<file path="src/rtl/cmp_result_monitor_pkg.sv">
// Shared types for the comparator result monitor: FSM state encoding and
// the sample legality check.
package cmp_result_monitor_pkg;

  typedef enum logic [1:0] {
    IDLE   = 2'd0,
    ARMING = 2'd1,
    ALARM  = 2'd2
  } mon_state_e;

  function automatic logic onehot3(input logic a, input logic b, input logic c);
    case ({a, b, c})
      3'b100, 3'b010, 3'b001: onehot3 = 1'b1;
      default:                onehot3 = 1'b0;
    endcase
  endfunction

endpackage

</file>
<file path="src/rtl/cmp_result_monitor_if.sv">
// Sample/result bundle between a comparator-side driver and the monitor.
interface cmp_result_monitor_if #(parameter int unsigned CNT_W = 8);
  logic             in_valid;
  logic             alb;
  logic             aeb;
  logic             agb;
  logic             clr_counts;
  logic [CNT_W-1:0] lt_cnt;
  logic [CNT_W-1:0] eq_cnt;
  logic [CNT_W-1:0] gt_cnt;
  logic             alarm;
  logic             alarm_pulse;
  logic             err;

  modport master (
    output in_valid, alb, aeb, agb, clr_counts,
    input  lt_cnt, eq_cnt, gt_cnt, alarm, alarm_pulse, err
  );

  modport slave (
    input  in_valid, alb, aeb, agb, clr_counts,
    output lt_cnt, eq_cnt, gt_cnt, alarm, alarm_pulse, err
  );
endinterface

</file>
<file path="src/rtl/cmp_result_monitor_sat_counter.sv">
// Saturating up-counter with synchronous reset and clear; clear beats increment.
module sat_counter #(
  parameter int unsigned W = 8
) (
  input  logic         clk,
  input  logic         rst,
  input  logic         clr,
  input  logic         inc,
  output logic [W-1:0] q
);

  always_ff @(posedge clk) begin
    if (rst || clr) begin
      q <= '0;
    end else if (inc && (q != '1)) begin
      q <= q + 1'b1;
    end
  end

endmodule

</file>
<file path="src/rtl/cmp_result_monitor.sv">
// Counts comparator outcomes and raises a hysteretic alarm on sustained a>b.
module cmp_result_monitor
  import cmp_result_monitor_pkg::*;
#(
  parameter int unsigned CNT_W   = 8,
  parameter int unsigned RUN_LEN = 3,
  parameter int unsigned CLR_LEN = 2
) (
  input  logic                 clk,
  input  logic                 rst,
  cmp_result_monitor_if.slave  mon
);

  localparam int unsigned MAX_LEN = (RUN_LEN > CLR_LEN) ? RUN_LEN : CLR_LEN;
  localparam int unsigned RUN_W   = $clog2(MAX_LEN + 1);

  mon_state_e       state, state_nx;
  logic [RUN_W-1:0] run, run_nx;
  logic             pulse_q;
  logic             err_q;
  logic             legal;
  logic             illegal;
  int unsigned      run_inc;

  assign legal   = mon.in_valid &&  onehot3(mon.alb, mon.aeb, mon.agb);
  assign illegal = mon.in_valid && !onehot3(mon.alb, mon.aeb, mon.agb);
  assign run_inc = 32'(run) + 1;

  sat_counter #(.W(CNT_W)) u_lt (
    .clk(clk), .rst(rst), .clr(mon.clr_counts), .inc(legal && mon.alb), .q(mon.lt_cnt)
  );
  sat_counter #(.W(CNT_W)) u_eq (
    .clk(clk), .rst(rst), .clr(mon.clr_counts), .inc(legal && mon.aeb), .q(mon.eq_cnt)
  );
  sat_counter #(.W(CNT_W)) u_gt (
    .clk(clk), .rst(rst), .clr(mon.clr_counts), .inc(legal && mon.agb), .q(mon.gt_cnt)
  );

  // In ALARM the run counter is reused to count consecutive non-agb samples,
  // so a direct IDLE->ALARM entry (RUN_LEN==1) starts it at zero.
  always_comb begin
    state_nx = state;
    run_nx   = run;
    case (state)
      IDLE: begin
        if (legal && mon.agb) begin
          if (RUN_LEN == 1) begin
            state_nx = ALARM;
            run_nx   = '0;
          end else begin
            state_nx = ARMING;
            run_nx   = RUN_W'(1);
          end
        end
      end
      ARMING: begin
        if (legal && mon.agb) begin
          if (run_inc >= RUN_LEN) begin
            state_nx = ALARM;
            run_nx   = '0;
          end else begin
            run_nx = RUN_W'(run_inc);
          end
        end else if (legal) begin
          state_nx = IDLE;
          run_nx   = '0;
        end
      end
      ALARM: begin
        if (legal && mon.agb) begin
          run_nx = '0;
        end else if (legal) begin
          if (run_inc >= CLR_LEN) begin
            state_nx = IDLE;
            run_nx   = '0;
          end else begin
            run_nx = RUN_W'(run_inc);
          end
        end
      end
      default: begin
        state_nx = IDLE;
        run_nx   = '0;
      end
    endcase
  end

  always_ff @(posedge clk) begin
    if (rst) begin
      state   <= IDLE;
      run     <= '0;
      pulse_q <= 1'b0;
      err_q   <= 1'b0;
    end else begin
      state   <= state_nx;
      run     <= run_nx;
      pulse_q <= (state != ALARM) && (state_nx == ALARM);
      if (illegal) begin
        err_q <= 1'b1;
      end
    end
  end

  assign mon.alarm       = (state == ALARM);
  assign mon.alarm_pulse = pulse_q;
  assign mon.err         = err_q;

endmodule

</file>
<file path="src/flat_wrapper.sv">
// flat-port wrapper written by rule: the top's interface ports become plain ports
module cmp_result_monitor_flat import cmp_result_monitor_pkg::*;
#(
  parameter int unsigned CNT_W   = 8,
  parameter int unsigned RUN_LEN = 3,
  parameter int unsigned CLR_LEN = 2
)
  (clk, rst, mon_in_valid, mon_alb, mon_aeb, mon_agb, mon_clr_counts, mon_lt_cnt, mon_eq_cnt, mon_gt_cnt, mon_alarm, mon_alarm_pulse, mon_err);
  cmp_result_monitor_if #(.CNT_W(CNT_W)) mon_i ();
  input  logic clk;
  input  logic rst;
  input wire logic [$bits(mon_i.in_valid)-1:0] mon_in_valid;
  input wire logic [$bits(mon_i.alb)-1:0] mon_alb;
  input wire logic [$bits(mon_i.aeb)-1:0] mon_aeb;
  input wire logic [$bits(mon_i.agb)-1:0] mon_agb;
  input wire logic [$bits(mon_i.clr_counts)-1:0] mon_clr_counts;
  output wire logic [$bits(mon_i.lt_cnt)-1:0] mon_lt_cnt;
  output wire logic [$bits(mon_i.eq_cnt)-1:0] mon_eq_cnt;
  output wire logic [$bits(mon_i.gt_cnt)-1:0] mon_gt_cnt;
  output wire logic [$bits(mon_i.alarm)-1:0] mon_alarm;
  output wire logic [$bits(mon_i.alarm_pulse)-1:0] mon_alarm_pulse;
  output wire logic [$bits(mon_i.err)-1:0] mon_err;
  assign mon_i.in_valid = mon_in_valid;
  assign mon_i.alb = mon_alb;
  assign mon_i.aeb = mon_aeb;
  assign mon_i.agb = mon_agb;
  assign mon_i.clr_counts = mon_clr_counts;
  assign mon_lt_cnt = mon_i.lt_cnt;
  assign mon_eq_cnt = mon_i.eq_cnt;
  assign mon_gt_cnt = mon_i.gt_cnt;
  assign mon_alarm = mon_i.alarm;
  assign mon_alarm_pulse = mon_i.alarm_pulse;
  assign mon_err = mon_i.err;
  cmp_result_monitor #(.CNT_W(CNT_W), .RUN_LEN(RUN_LEN), .CLR_LEN(CLR_LEN)) u_core (.clk(clk), .rst(rst), .mon(mon_i));
endmodule
</file>
<file path="config.mk">
export PLATFORM = sky130hd
export DESIGN_NAME = cmp_result_monitor_flat
export DESIGN_NICKNAME = d
export VERILOG_FILES = /design/src/rtl/cmp_result_monitor_pkg.sv /design/src/rtl/cmp_result_monitor_if.sv /design/src/rtl/cmp_result_monitor_sat_counter.sv /design/src/rtl/cmp_result_monitor.sv /design/src/flat_wrapper.sv
export SDC_FILE = /design/constraint.sdc
export NUM_CORES = 1
export LEC_CHECK = 0
export BUFFER_PORTS_ARGS = -buffer_cell sky130_fd_sc_hd__buf_2
export CAP_MARGIN = 10
export CORE_ASPECT_RATIO = 1.1
export CORE_MARGIN = 2
export CORE_UTILIZATION = 54
export DETAILED_ROUTE_END_ITERATION = 10
export GPL_TIMING_DRIVEN = 1
export PLACE_DENSITY = 0.76
export SYNTH_ARGS = -nofsm -noshare
export SYNTH_HDL_FRONTEND = slang
export SYNTH_SLANG_ARGS = --single-unit
</file>
<file path="constraint.sdc">
create_clock -name clk -period 2.1 [get_ports clk]
set_input_delay 0.315 -clock clk [delete_from_list [all_inputs] [get_ports clk]]
set_output_delay 0.315 -clock clk [all_outputs]
set_load 0.01 [all_outputs]
</file>
==> impl_metrics.ini, run 1 <==
[run_status]
outcome = completed

[yosys]
yosysTopAreaCellShare_pct = 36.8
postSynth.topFlopCell = sky130_fd_sc_hd__dfxtp_1
synth_enable_flop_cells = 0
top_area_cells_in_the_synthesized_netlist = sky130_fd_sc_hd__dfxtp_1 37%, sky130_fd_sc_hd__ha_1 5.4%, sky130_fd_sc_hd__nor2_1 4.8%
synth_nets = 197
synth_top_area_cell = sky130_fd_sc_hd__dfxtp_1
synthesis.area_mm2 = 0.00163
ys_seq_area_share_pct = 36.8
synth.yosys.warnings = 0
asyncSetResetFlopFracSynth_pct = 0
netlist_instances = 183
avgSynthCellArea_um2 = 8.91
synth.distinct_cells = 45
yosys_register_bits = 30

[routing]
detail_route.drc_violations = 0
detail_route.wirelength_mm = 3.38
route.detailed.wl_per_inst_um = 13.6
drt_first_pass_iters = 4
dr_total_vias = 1475
via_per_inst = 5.95
drt-initial-drc-count = 69
ant_nets = 0

[placement]
buffer_ports.inserted = 33
final_gp_congestion = 0.865
hpwlAfterDp_mm = 2.54

[power]
ir_drop_v = 0.000451
power_density_mw_per_mm2 = 535
static_leakage_power_nw = 0.719

[floorplanning]
die_h_um = 61.6
placement_rows = 20
die_area_mm2 = 0.00348
initial_standard_cell_utilization_of_the_core_pct = 57.7
pin_count = 34
floorplan.core_area_mm2 = 0.00283
fp.dieW_um = 56.4

[sta]
totalNegativeSetupSlack_ns = 0
pins_over_slew_limit = 0
fmax_mhz = 607
worstMarginPinSlew_ns = 0.493
layout_worst_path_cycle_share_pct = 78.4
setup_violations = 0
clock_skew_ns = 0.00992
final.min_clock_period_ns = 1.65
hold_viol = 0
hold_ws_ns = 0.255
rsz0062_at_grt = false
max_slew_margin_pct = 67.1

[grt]
first_global_vias = 1326
busiest_layer = met2
grt.met2_usage_pct = 37.0
maximum_number_of_pins_on_one_net_before_global_route_repair = 15
initial_antenna_violation_count = 0
gr-usage-all-layers_pct = 21.2
grt_first_pass_wirelength_mm = 5.70
globalRouteOverflowTotal = 0
grtUsageMet3_pct = 6.30
grt_util_met1_pct = 24.8

[cts]
cts_made_buffers = 5
clk_root_buffer_cell = sky130_fd_sc_hd__clkbuf_4
number_of_buffers_inserted_by_hold_repair_at_cts = 0
post_cts.resized_instances = 0
clock_latency_ns = 0.32
cts_tree = done
post_cts_buffers = 0
maximum_buffer_depth_of_the_clock_tree = 2
clock_sink_count = 30
ctsHtreeMaxLevel = 2
cts.clk_slew.worst_paths_ns = 0.09

[cells_and_area]
area_growth_syn_to_layout_pct = 13.9
n_antenna_cell = 0
finish.net_count = 230
proportion_of_layout_cells_with_a_drive_suffix_above_1_pct = 21.4

[worst_setup_path]
cp_data_arrival_time_ns = 1.86
timing.setup.critical_path_class = reg -> reg
crit_path_max_fanout = 5
cp.required_ns = 2.32
critPathLaunchType = register
cp_endpoint_kind = register

[job]
max_cap_viol_count = 0

[hold_path]
holdCritPathClass = in -> reg
-- metrics by stage --
stage	setup slack [ns]	utilization, %	power, mW	instances	area [um^2]
after CTS	0.465	65.7	1.00	248	1860
after global placement	0.495	63.8	0.672	242	1810
after global routing	0.420	65.7	1.05	248	1860
after detailed placement	0.425	63.8	0.675	242	1810
final	0.453	65.7	0.993	248	1860
after floorplan	0.567	-	0.653	183	1630
-- cells in the final DEF, fill, tap and decap left out, drive strengths merged, types with 5 or more instances in the layout --
cell type | Yosys | final
o21ai | 9 | 9
ha | 7 | 7
dfxtp | 30 | 30
buf | 3 | 34
a21oi | 8 | 8
nand3 | 5 | 5
xnor2 | 8 | 8
nand4 | 7 | 7
inv | 5 | 5
xor2 | 8 | 8
nor2 | 21 | 21
clkbuf | 5 | 6
nand2 | 13 | 13
-- cell families (layout without fill, tap and decap cells) --
logic type      after synthesis  in the layout  share of synthesized area, %
mux                           3              3                          1.84
buf+inv                      13             45                          3.53
compound gates               41             41                          18.7
xor+xnor                     16             16                          8.60
flops                        30             30                          36.8
simple gates                 73             73                          25.1
fa+ha+maj                     7              7                          5.37
-- Yosys cell counts (all sizes together) (4+ instances only) --
cell / n
dfxtp: 30
nor2: 21
nand2: 13
o21ai: 9
a21oi: 8
xnor2: 8
xor2: 8
ha: 7
nand4: 7
clkbuf: 5
inv: 5
nand3: 5
a2111oi: 4
a211oi: 4
o211ai: 4
-- sequential cells by signal, indices dropped and copies added, names as in the netlist --
signal	cells
u_core.u_lt.q	8
u_core.u_gt.q	8
u_core.state	2
u_core.mon.err	1
u_core.run	2
u_core.u_eq.q	8
u_core.mon.alarm_pulse	1
-- path summary, 6_finish.rpt --
kind                                                     from                            end  slack [ns]  cells past startpoint
worst min register to register    u_core.mon.err$_SDFFE_PP0P_    u_core.mon.err$_SDFFE_PP0P_        0.51                      2
worst min-delay path                                      rst     u_core.state[0]$_SDFF_PP0_        0.25                      2
worst max register to register  u_core.u_eq.q[0]$_SDFFE_PP0P_  u_core.u_eq.q[7]$_SDFFE_PP0P_        0.45                      5
worst max-delay path            u_core.u_eq.q[0]$_SDFFE_PP0P_  u_core.u_eq.q[7]$_SDFFE_PP0P_        0.45                      5
-- area by class of cell --
cell class                      count  area [um^2]
Clock buffer                        6         51.3
Sequential cell                    30          601
Fill cell                         241          971
Timing Repair Buffer               34          173
Multi-Input combinational cell    140          972
Inverter                            5         18.8
Tap cell                           33         41.3
-- routing by layer --
layer	wire (um)	part of all wire, %
met2	1660	49
met4	55	1.6
met5	0	0
met3	172	5.1
met1	1490	44
-- report_power, final --
group          switching [mW]  internal [mW]  leakage, nW  total [mW]
registers             0.00779          0.575        0.242       0.583
logic                  0.0474         0.0321        0.446      0.0795
clock network           0.181          0.151       0.0302       0.331
-- worst max-delay path: stages, from the launching register on --
cell,delay [ns]
sky130_fd_sc_hd__dfxtp_1,0.35
sky130_fd_sc_hd__ha_1,0.26
sky130_fd_sc_hd__and4_1,0.26
sky130_fd_sc_hd__a2111oi_2,0.45
sky130_fd_sc_hd__xnor2_1,0.16
sky130_fd_sc_hd__nor2_1,0.05
Note: power is estimated with default switching activity, not from simulation.
==> run 2, diff against run 1 <==
- clock period: 2.1 -> 1.7 ns (I/O delays scaled with it)
==> run 2 against run 1 <==
  * First-iteration DRC count fell by 35%
  * Cell count up 1.6%
  * Sequential cell count unchanged
  * Register-to-register slack worse by 0.33 ns
  * Worst hold slack worse by 0.083 ns
  * Sequential share of layout area is 0.93 points lower
  * Largest power group unchanged
  * Highest routed layer unchanged
==> impl_metrics.ini, run 2 (same netlist as run 1, synthesis figures left out) <==
[hold_path]
holdCritPathClass = in -> reg
timing.hold.worst_endpoint = u_core.state[1]$_SDFF_PP0_
hp-start = rst
holdPathStages = 2

[sta]
hold_ws_ns = 0.172
pins_over_slew_limit = 0
clock_skew_ns = 0.00730
setup_violations = 0
totalNegativeSetupSlack_ns = 0
fmax_mhz = 633
hold_viol = 0
max_slew_margin_pct = 75.6
final.min_clock_period_ns = 1.58
worstMarginPinSlew_ns = 0.363
layout_worst_path_cycle_share_pct = 92.9
rsz0062_at_grt = false

[cts]
post_cts_buffers = 0
cts_made_buffers = 5
cts_tree = done
maximum_buffer_depth_of_the_clock_tree = 2
clk_root_buffer_cell = sky130_fd_sc_hd__clkbuf_4
clock_sink_count = 30
post_cts.resized_instances = 0
cts.clk_slew.worst_paths_ns = 0.09
number_of_buffers_inserted_by_hold_repair_at_cts = 0
ctsHtreeMaxLevel = 2
clock_latency_ns = 0.33

[routing]
dr_total_vias = 1534
detail_route.wirelength_mm = 3.40
ant_nets = 0
via_per_inst = 6.09
route.detailed.wl_per_inst_um = 13.5
drt-initial-drc-count = 45
detail_route.drc_violations = 0
drt_first_pass_iters = 4

[cells_and_area]
finish.net_count = 232
multiInputGateArea_um2 = 985
n_antenna_cell = 0
mostFrequentLayoutCells = 33 x sky130_fd_sc_hd__buf_2, 30 x sky130_fd_sc_hd__dfxtp_1, 21 x sky130_fd_sc_hd__nor2_1
top_regs = u_core.u_eq.q: 8 flops, u_core.u_gt.q: 8 flops, u_core.u_lt.q: 8 flops
proportion_of_layout_cells_with_a_drive_suffix_above_1_pct = 22.8
layout.cells.most_common = sky130_fd_sc_hd__buf_2
n_fill_cell = 227
area_growth_syn_to_layout_pct = 17.3
ff_latch_area_um2 = 601

[floorplanning]
placement_rows = 20
pin_count = 34
die_area_mm2 = 0.00348
die_h_um = 61.6
initial_standard_cell_utilization_of_the_core_pct = 57.7
fp.dieW_um = 56.4
floorplan.core_area_mm2 = 0.00283

[worst_setup_path]
crit_reg_reg_startpoint = u_core.u_eq.q[0]$_SDFFE_PP0P_
timing.setup.critical_path_class = reg -> reg
worstRegToRegCells = 5
worst-r2r-setup-slack_ns = 0.12
crit_path_max_fanout = 5
critPathLaunchType = register
cp_endpoint_kind = register
cp_data_arrival_time_ns = 1.81
cp.required_ns = 1.93
reg2reg_to = u_core.u_eq.q[7]$_SDFFE_PP0P_

[run_status]
outcome = completed

[grt]
first_global_vias = 1355
initial_antenna_violation_count = 0
globalRouteOverflowTotal = 0
maximum_number_of_pins_on_one_net_before_global_route_repair = 13
gr-usage-all-layers_pct = 21.7
grt_first_pass_wirelength_mm = 5.80

[placement]
hpwlAfterDp_mm = 2.48
final_gp_congestion = 0.857
buffer_ports.inserted = 33

[job]
max_cap_viol_count = 0

[power]
power_density_mw_per_mm2 = 706
static_leakage_power_nw = 0.742
ir_drop_v = 0.000602
[run 2: cell types whose count changed in the layout (fill, tap and decap cells not counted)]
cell	delta
sky130_fd_sc_hd__a2111oi_2	-1
sky130_fd_sc_hd__clkbuf_8	+2
sky130_fd_sc_hd__a2111oi_4	+1
sky130_fd_sc_hd__buf_4	+2
[run 2: area by class of cell]
cell class	count	share of cell area, %
Tap cell	33	2.16
Multi-Input combinational cell	140	51.5
Sequential cell	30	31.4
Inverter	5	0.982
Clock buffer	8	4.12
Timing Repair Buffer	36	9.82
[run 2: worst max-delay path, stage by stage, from the launching register on]
cell	delay, ns
sky130_fd_sc_hd__dfxtp_1	0.35
sky130_fd_sc_hd__ha_1	0.26
sky130_fd_sc_hd__and4_1	0.28
sky130_fd_sc_hd__a2111oi_4	0.38
sky130_fd_sc_hd__xnor2_1	0.16
sky130_fd_sc_hd__nor2_1	0.05
[run 2: how the worst max path moves through the flow]
stage / from / end / slack, ns / cells past startpoint
2_1_floorplan: u_core.u_eq.q[0]$_SDFFE_PP0P_ / u_core.u_eq.q[7]$_SDFFE_PP0P_ / 0.17 / 5
3_3_place_gp: u_core.u_eq.q[0]$_SDFFE_PP0P_ / u_core.u_eq.q[7]$_SDFFE_PP0P_ / 0.18 / 5
3_5_place_dp: u_core.u_eq.q[0]$_SDFFE_PP0P_ / u_core.u_eq.q[7]$_SDFFE_PP0P_ / 0.11 / 5
4_1_cts: u_core.u_eq.q[0]$_SDFFE_PP0P_ / u_core.u_eq.q[7]$_SDFFE_PP0P_ / 0.09 / 5
5_1_grt: u_core.u_eq.q[0]$_SDFFE_PP0P_ / u_core.u_eq.q[7]$_SDFFE_PP0P_ / 0.03 / 5
6_report: u_core.u_eq.q[0]$_SDFFE_PP0P_ / u_core.u_eq.q[7]$_SDFFE_PP0P_ / 0.12 / 5
[run 2: metrics by stage]
stage               area [um^2]  total power [mW]  setup slack [ns]  utilization [%]  instances
finish                     1910              1.35             0.121             67.6        252
global route               1910              1.41            0.0250             67.6        252
CTS                        1900              1.37            0.0901             67.2        252
detailed placement         1820             0.835             0.115             64.4        244
global placement           1820             0.832             0.183             64.4        244
floorplan                  1630             0.806             0.167                -        183
[run 2: power breakdown]
group          leakage (nW)  total [mW]  switching [mW]  internal [mW]
clock network        0.0446       0.529           0.247          0.282
registers             0.242       0.720         0.00952          0.710
logic                 0.455       0.100          0.0579         0.0421
total                 0.742        1.35           0.314           1.03
[run 2: layer usage]
layer  track usage (%)  part of all wire (%)  vias up
met2              38.7                    50       60
li1                  -                     -      748
met5                 0                     0        -
met3              6.72                   5.9        7
met4              8.84                   1.7        0
met1              24.8                    43      719
==> run 3, diff against run 2 <==
- clock period: 1.7 -> 1.5 ns (I/O delays scaled with it)
==> run 3 against run 2 <==
  * First-iteration DRC count is 4.4% lower
  * Setup slack got worse by 0.043 ns
  * Register-to-register slack worse by 0.04 ns
  * Worst hold slack got worse by 0.014 ns
  * Critical path depth stayed put
  * Routed wire length is 7.7% higher
  * Design area increased by 3.9%
  * Sequential share of layout area is 1.0 points lower
  * Critical endpoint is now u_core.u_eq.q[5]$_SDFFE_PP0P_
  * Largest power group unchanged
  * Highest routed layer unchanged
==> impl_metrics.ini, run 3 (same netlist as run 1, synthesis figures left out) <==
[power]
power.total_mw = 1.42
netSwitchingPower_mw = 0.343
swShare_pct = 24.1
p_int_mw = 1.08
static_leakage_power_nw = 0.771
power_frac_seq_pct = 57.2
combinational_share_of_power_pct = 8.2
ir_drop_v = 0.000648
pwr-share-clk_pct = 34.5
power_density_mw_per_mm2 = 718

[cells_and_area]
final_util_pct = 70.2
finish.net_count = 237
final_design_area_no_fill_mm2 = 0.00199
top_regs = u_core.u_eq.q: 8 flops, u_core.u_gt.q: 8 flops, u_core.u_lt.q: 8 flops
proportion_of_layout_cells_with_a_drive_suffix_above_1_pct = 27.7
layout.cells.most_common = sky130_fd_sc_hd__buf_2
mostFrequentLayoutCells = 33 x sky130_fd_sc_hd__buf_2, 28 x sky130_fd_sc_hd__dfxtp_1, 21 x sky130_fd_sc_hd__nor2_1
area_growth_syn_to_layout_pct = 21.8
n_antenna_cell = 0

[placement]
place_ws_ns = 0.0315
post_dp_cell_area_mm2 = 0.00186
buffer_ports.inserted = 33
final_gp_congestion = 0.867
hpwlAfterDp_mm = 2.58

[worst_setup_path]
worst_path_dominant_cell_family = simple AND/OR/NAND/NOR gates
timing.setup.critical_path_class = reg -> reg
worst-path-buf-inv = 0
critPathLaunchType = register
cp_endpoint_kind = register
crit_path_top_delay_cell = sky130_fd_sc_hd__or4_1
crit_path_max_fanout = 5
cp_data_arrival_time_ns = 1.68
cp.required_ns = 1.76
crit_chain = ha_2 -> nand4_1 -> o21ai_2 -> or4_1 -> a21oi_1
worst_path_largest_cell_delay_ns = 0.47

[floorplanning]
placement_rows = 20
die_h_um = 61.6
die_area_mm2 = 0.00348
floorplan.core_area_mm2 = 0.00283
initial_standard_cell_utilization_of_the_core_pct = 57.7
pin_count = 34
fp.dieW_um = 56.4

[cts]
cts_made_buffers = 5
maximum_buffer_depth_of_the_clock_tree = 2
ctsHtreeMaxLevel = 2
clock_latency_ns = 0.33
clock_sink_count = 30
post_cts_buffers = 0
clk_root_buffer_cell = sky130_fd_sc_hd__clkbuf_4
cts.clk_slew.worst_paths_ns = 0.10
number_of_buffers_inserted_by_hold_repair_at_cts = 0
cts_tree = done

[hold_path]
holdCritPathClass = in -> reg

[sta]
pins_over_slew_limit = 0
max_slew_margin_pct = 75.3
hold_ws_ns = 0.158
final.min_clock_period_ns = 1.42
clock_skew_ns = 0.00800
layout_setup_ws_ns = 0.0779
setup_violations = 0
fmax_mhz = 703
worstMarginPinSlew_ns = 0.370
hold_viol = 0
layout_worst_path_cycle_share_pct = 94.8

[grt]
gr-usage-all-layers_pct = 20.7
maximum_number_of_pins_on_one_net_before_global_route_repair = 12
initial_antenna_violation_count = 0
globalRouteOverflowTotal = 0
first_global_vias = 1340
grt_first_pass_wirelength_mm = 5.61

[routing]
via_per_inst = 5.97
dr_total_vias = 1535
route.detailed.wl_per_inst_um = 14.2
drt-initial-drc-count = 43
drt_first_pass_iters = 4
detail_route.drc_violations = 0
ant_nets = 0
detail_route.wirelength_mm = 3.66

[job]
max_cap_viol_count = 0

[run_status]
outcome = completed
[run 3: cell count changes in the layout (fill, tap and decap cells not counted), sizes merged]
| cell | change |
|---|---|
| buf | +5 |
| clkbuf | -1 |
| clkinv | +1 |
[run 3: per-stage QoR]
step	TNS, ns	instances
2_1_floorplan	0	183
3_3_place_gp	0	249
3_5_place_dp	0	249
4_1_cts	0	257
5_1_grt	-0.0219	257
6_report	0	257
[run 3: layer usage]
metal,GRT usage (%),vias up,routed length (um)
met5,0,-,0
met4,6.46,0,41
met3,6.09,6,182
met2,39.8,46,1930
met1,22.2,722,1510
li1,-,761,-
[run 3: cell type report]
cell class	count	area [um^2]
sequential	30	603
inverter	5	18.8
tap	33	41.3
clock buffer	7	55.1
fill	242	842
timing repair buffer	41	225
clock inverter	1	5.00
multi-input combinational	140	1040
[run 3: timing repair]
item | in CTS | in global routing
gates resized for setup | 0 | 13
hold endpoints to repair | 0 | 0
setup endpoints to repair | 0 | 8
[run 3: power groups by stage]
stage / Combinational, mW / Sequential (mW) / Clock [mW]
4_1_cts: 0.116 / 0.816 / 0.511
2_1_floorplan: 0.0819 / 0.832 / 0
3_3_place_gp: 0.111 / 0.833 / 0
3_5_place_dp: 0.115 / 0.834 / 0
5_1_grt: 0.131 / 0.817 / 0.545
6_report: 0.117 / 0.816 / 0.492
[run 3: worst paths after layout]
check,end,slack (ns),depth (start not counted),startpoint
worst max register to register,u_core.u_eq.q[5]$_SDFFE_PP0P_,0.08,5,u_core.u_eq.q[1]$_SDFFE_PP0P_
worst min register to register,u_core.mon.err$_SDFFE_PP0P_,0.50,2,u_core.mon.err$_SDFFE_PP0P_
worst min-delay path,u_core.state[1]$_SDFF_PP0_,0.16,2,rst
worst max-delay path,u_core.u_eq.q[5]$_SDFFE_PP0P_,0.08,5,u_core.u_eq.q[1]$_SDFFE_PP0P_
[run 3: worst reg2reg max path, stage by stage (launching register included)]
cell and delay (ns):
sky130_fd_sc_hd__dfxtp_1 0.33, sky130_fd_sc_hd__ha_2 0.20, sky130_fd_sc_hd__nand4_1 0.13, sky130_fd_sc_hd__o21ai_2 0.07, sky130_fd_sc_hd__or4_1 0.47, sky130_fd_sc_hd__a21oi_1 0.15
